$ cat src/rtl/sdr_cmd_arbiter.sv
// SDRAM command-bus arbiter: grants one sub-FSM at a time (refresh first, write/read
// alternating), pulses its enable, then muxes its command bus until its done edge.
module sdr_cmd_arbiter #(
  parameter int unsigned TIMEOUT = 64
) (
  input  logic        clk,
  input  logic        soft_rst,
  input  logic        init_done,
  input  logic [19:0] init_bus,
  input  logic        ref_req,
  input  logic        wr_req,
  input  logic        rd_req,
  input  logic        ref_done,
  input  logic        wr_done,
  input  logic        rd_done,
  input  logic [19:0] ref_bus,
  input  logic [19:0] wr_bus,
  input  logic [19:0] rd_bus,
  output logic        ref_en,
  output logic        wr_en,
  output logic        rd_en,
  output logic        ref_ack,
  output logic        wr_ack,
  output logic        rd_ack,
  output logic        ref_cmp,
  output logic        wr_cmp,
  output logic        rd_cmp,
  output logic [19:0] sdr_bus,
  output logic        busy,
  output logic        err,
  output logic [4:0]  dbg_state
);

  // Handshake: *_req is a level held until *_ack; *_ack and *_en are a single-cycle
  // pulse in the IDLE cycle that decides, and the requester drops *_req the next cycle
  // or is granted again after the transaction completes.

  localparam logic [3:0]  NOP      = 4'b0111;
  localparam logic [19:0] NOP_WORD = {NOP, 13'd0, 2'd0, 1'b1};
  localparam logic [7:0]  TMO_LAST = 8'(TIMEOUT - 1);

  typedef enum logic [4:0] {
    ST_INIT = 5'b00001,
    ST_IDLE = 5'b00010,
    ST_REF  = 5'b00100,
    ST_WR   = 5'b01000,
    ST_RD   = 5'b10000
  } state_t;

  state_t     state_q, state_d;
  logic [2:0] req_q, req_d;
  logic [2:0] done_q, done_d;
  logic [2:0] grant;
  logic [2:0] own;
  logic [2:0] done_rise;
  logic       last_rd_q, last_rd_d;
  logic       busy_q, busy_d;
  logic [7:0] cnt_q, cnt_d;
  logic       fsm_done;
  logic       tmo_hit;

  // Bit order for all per-FSM vectors: [0] refresh, [1] write, [2] read.
  always_ff @(posedge clk) begin
    if (soft_rst) begin
      state_q   <= ST_INIT;
      req_q     <= '0;
      done_q    <= '0;
      last_rd_q <= 1'b1;
      cnt_q     <= '0;
      busy_q    <= 1'b1;
    end else begin
      state_q   <= state_d;
      req_q     <= req_d;
      done_q    <= done_d;
      last_rd_q <= last_rd_d;
      cnt_q     <= cnt_d;
      busy_q    <= busy_d;
    end
  end

  always_comb begin
    req_d     = {rd_req, wr_req, ref_req};
    done_d    = {rd_done, wr_done, ref_done};
    own       = {state_q == ST_RD, state_q == ST_WR, state_q == ST_REF};
    done_rise = done_d & ~done_q;
    fsm_done  = |(done_rise & own);
    tmo_hit   = (|own) && (cnt_q == TMO_LAST);
    grant     = 3'b000;
    if (state_q == ST_IDLE) begin
      if (req_q[0])                 grant = 3'b001;
      else if (req_q[1] && req_q[2]) grant = last_rd_q ? 3'b010 : 3'b100;
      else if (req_q[1])            grant = 3'b010;
      else if (req_q[2])            grant = 3'b100;
    end

    state_d = state_q;
    unique case (state_q)
      ST_INIT: if (init_done) state_d = ST_IDLE;
      ST_IDLE: begin
        if (grant[0])      state_d = ST_REF;
        else if (grant[1]) state_d = ST_WR;
        else if (grant[2]) state_d = ST_RD;
      end
      ST_REF, ST_WR, ST_RD: if (fsm_done || tmo_hit) state_d = ST_IDLE;
      default: state_d = ST_INIT;
    endcase

    last_rd_d = last_rd_q;
    if (grant[1])      last_rd_d = 1'b0;
    else if (grant[2]) last_rd_d = 1'b1;

    cnt_d = cnt_q;
    if (|grant)    cnt_d = '0;
    else if (|own) cnt_d = cnt_q + 8'd1;

    busy_d = (state_d != ST_IDLE);
  end

  // Pulses are suppressed while reset is asserted so an aborted transaction reports nothing.
  always_comb begin
    ref_en    = grant[0] & ~soft_rst;
    wr_en     = grant[1] & ~soft_rst;
    rd_en     = grant[2] & ~soft_rst;
    ref_ack   = grant[0] & ~soft_rst;
    wr_ack    = grant[1] & ~soft_rst;
    rd_ack    = grant[2] & ~soft_rst;
    ref_cmp   = done_rise[0] & own[0] & ~soft_rst;
    wr_cmp    = done_rise[1] & own[1] & ~soft_rst;
    rd_cmp    = done_rise[2] & own[2] & ~soft_rst;
    err       = tmo_hit & ~fsm_done & ~soft_rst;
    busy      = busy_q;
    dbg_state = state_q;
    unique case (state_q)
      ST_INIT: sdr_bus = init_bus;
      ST_IDLE: sdr_bus = NOP_WORD;
      ST_REF:  sdr_bus = ref_bus;
      ST_WR:   sdr_bus = wr_bus;
      ST_RD:   sdr_bus = rd_bus;
      default: sdr_bus = init_bus;
    endcase
  end

endmodule

$ cat config.mk
export PLATFORM = sky130hd
export DESIGN_NAME = sdr_cmd_arbiter
export DESIGN_NICKNAME = d
export VERILOG_FILES = /design/src/rtl/sdr_cmd_arbiter.sv
export SDC_FILE = /design/constraint.sdc
export NUM_CORES = 1
export LEC_CHECK = 0
export ABC_AREA = 1
export CORE_MARGIN = 1.5
export CORE_UTILIZATION = 31
export CTS_BUF_LIST = sky130_fd_sc_hd__clkbuf_16
export CTS_CLUSTER_DIAMETER = 50
export DETAILED_ROUTE_END_ITERATION = 10
export HOLD_SLACK_MARGIN = 0.12
export PLACE_DENSITY = 0.77
export SETUP_SLACK_MARGIN = 0.15
export SLEW_MARGIN = 20
export SYNTH_ARGS = -nofsm -noshare
export SYNTH_HDL_FRONTEND = slang
export SYNTH_SLANG_ARGS = --single-unit
$ cat constraint.sdc
create_clock -name clk -period 1.45 [get_ports clk]
set_input_delay 0.2175 -clock clk [delete_from_list [all_inputs] [get_ports clk]]
set_output_delay 0.2175 -clock clk [all_outputs]
set_load 0.02 [all_outputs]
==> key figures <==
Routing
  • Pre-antenna DRT Iters: 5
  • Vias: 2515
  • Drt wl/cell: 14.40 µm
  • Vias/cell: 4.903
  • DRC: 0
  • Antenna Nets Post-Route: 0
  • Initial drt markers: 63
  • Total Wirelength: 7.386 mm

Worst setup path
  • CP max FO: 7
  • WP data required: 1.23 ns
  • Delay of the slowest cell on the worst path: 0.35 ns
  • Worst setup SP type: flop
  • Worst-path cell chain: nor2_4, nand3_2, nand3_4, nor2_4, buf_12, nand2_1, nand4_1, buf_4
  • Crit path kind: flop to primary output
  • Crit path capture type: primary output
  • Crit path max-delay cell type: dfxtp_4
  • Largest delay share family, worst path: simple AND/OR/NAND/NOR gates
  • Most used cell, CP: nor2_4
  • CP bufs+invs: 2
  • Critical Path AT: 1.67 ns

Floorplanning
  • Core ar.: 5140 µm²
  • Die height: 76.05 µm
  • # IOs: 125
  • Die area: 5783 µm²
  • Die X: 76.05 µm
  • Initial Util: 32.18%
  • Core Rows: 26

Finish
  • Fraction of layout cells with a size suffix above 1: 37.25%
  • Final net count: 534
  • N_diodes: 0
  • Synthesis-to-finish area growth: 130.9%

Synth
  • Fraction of registers with async set or reset after synthesis: 0%
  • Yosys top cell area share: 25.42%
  • Register area share after synthesis: 25.42%
  • Synth area leader: dfxtp_1
  • Synth Area in Simple Gates: 50.98%
  • Mapped cell area: 1654 µm²
  • Synth Area in Compound Gates: 6.808%
  • Flops & latches, synth: 21
  • Multiplexer share of the synthesized area: 0%
  • Synth warn: 0
  • Post-synthesis xor/xnor area fraction: 3.177%
  • Synthesized instance count: 270
  • Synth cell types: 30
  • Synth Flop Type: dfxtp_1
  • Ranking of synthesized cells by area: dfxtp_1 25%, nand2_1 19%, nand3_1 9.1%, nand4_1 7.9%, inv_1 6.8%
  • Main combinational cell family by area after synthesis: simple AND/OR/NAND/NOR gates
  • EDFF count, synth: 0
  • Avg Inst Size Synth: 6.126 µm²
  • Adder-cell share of the synthesized area: 0.7564%
  • Syn_nets: 360

Timing
  • Final worst slack: -0.4338 ns
  • RSZ-0062 raised after global routing: yes
  • Worst Clk Skew: 0.001627 ns
  • Setup_tns: -12.45 ns
  • Worst Tran Pin Value: 0.4008 ns
  • Final setup viols: 44
  • Hold Fails Final Rpt: 0
  • Final min period: 1.884 ns
  • Worst slew margin: 73.18%
  • Period Utilization, post-route: 129.9%
  • Slew Limit Fails: 0
  • Fmax: 530.8 MHz
  • Hold WS: 0.4720 ns

Global routing
  • Total GRT Usage: 23.81%
  • First-pass GRT wire length: 11.29 mm
  • Pin count of the biggest net entering global routing: 14
  • Vias in the first global route: 2395
  • Initial antenna violation count: 0
  • GRT Residual Overflow: 0

Power and ir drop
  • P per Cell Area: 500.3 nW/µm²
  • IR drop worst, VDD: 0.5675 mV
  • Pleak: 0.001735 µW

CTS
  • Clk slew on worst S/H paths: 0.05 ns
  • Longest Clk Path Bufs: 2
  • CTS root buf: clkbuf_16
  • CTS Hold Bufs: 0
  • Clk sinks: 21
  • CTS tree: done
  • Clock Latency Late Sink: 0.25 ns
  • Total CTS buffers: 3
  • Depth of the CTS H-tree: 1

Outcome
  • Failing checks: setup timing
  • Outcome: finished, violations left

Placed design
  • Global placement routability congestion: 0.8646
  • Port Buffers: 124
  • Post-DP HPWL: 5.321 mm

Run
  • MaxCap Viol Count: 0

Min path
  • Class of the worst hold path: input port to flop
layout make-up:
cell class / instances / area (µm²)
Clock buffer: 3 / 75.07
Clock inverter: 1 / 3.754
Fill cell: 389 / 1320
Inverter: 33 / 128.9
Multi-Input combinational cell: 200 / 1245
Sequential cell: 21 / 439.2
Tap cell: 70 / 87.58
Timing Repair Buffer: 185 / 1841
synthesized netlist by cell type (4+ instances only):
| cell type | instances |
|---|---|
| nor2_1 | 25 |
| xor2_1 | 5 |
| buf_4 | 4 |
| nand3_2 | 5 |
| inv_1 | 30 |
| buf_2 | 5 |
| clkbuf_1 | 5 |
| o21ai_0 | 6 |
| a21oi_1 | 5 |
| nand4_1 | 21 |
| nand2_1 | 83 |
| dfxtp_1 | 21 |
| nand3_1 | 30 |
cells by family (layout without fill, tap and decap cells):
kind of cell	after synthesis	after routing
simple gates	176	176
buf+inv	49	222
xor+xnor	6	6
flops	21	21
fa+ha+maj	1	1
compound gates	17	17
registers in the layout, indices dropped and copies added, names as in the netlist:
| name | cells |
|---|---|
| req_q | 3 |
| last_rd_q | 1 |
| cnt_q | 8 |
| done_q | 3 |
| busy | 1 |
| dbg_state | 5 |
worst paths after layout:
path	startpoint	depth (start not counted)	slack [ns]	to
max	dbg_state[0]$_SDFF_PP1_	8	-0.43	sdr_bus[6]
min	rd_req	3	0.47	req_q[2]$_SDFF_PP0_
max reg2reg	dbg_state[0]$_SDFF_PP1_	10	-0.20	cnt_q[3]$_SDFFE_PP0P_
min reg2reg	cnt_q[4]$_SDFFE_PP0P_	4	0.60	cnt_q[4]$_SDFFE_PP0P_
cells in the final DEF (no fill, tap or decap), drive strengths merged:
master         count
buf               91
clkdlybuf4s50     88
nand2             83
nand3             36
inv               33
nor2              30
nand4             21
dfxtp             21
o21ai              7
a21oi              6
xor2               5
clkbuf             5
a221oi             3
dlygate4sd2        2
clkdlybuf4s15      2
nor3               2
nor4               2
clkinv             1
a31oi              1
or2                1
xnor2              1
nand3b             1
ha                 1
power by group:
group	internal (µW)	switching [µW]
clock network	367	205
logic	425	306
registers	594	13.7
routing by layer:
metal	up-vias	wire length, µm	global-route usage (%)
met5	-	0	0
met4	0	147	6.296
met3	15	550	5.030
met2	96	3856	45.50
met1	1176	2831	26.52
li1	1228	-	-
tightest hold or removal path, delay by kind of cell:
family	cells	cell delay [ns]
buffers and inverters	2	0.44
AND/OR/NAND/NOR	1	0.03
through the flow:
stage	setup slack (ns)	instance area, µm²	util [%]	total power [µW]	instances
6_report	-0.4338	3820	74.32	1911	513
5_1_grt	-0.5423	3820	74.32	1988	513
4_1_cts	-0.3684	3638	70.79	1885	507
3_5_place_dp	-0.6146	3422	66.58	1285	494
3_3_place_gp	-0.5841	3422	66.58	1279	494
2_1_floorplan	-0.02665	1788	-	860.8	270
what timing repair did:
action / in CTS / in global routing
cloned: 1 / 1
resized for setup: 196 / 34
endpoints found under the setup margin: 51 / 47
setup buffers: 8 / 5
pin swaps: 10 / 14
No activity file was read; power rests on OpenSTA's default activity.
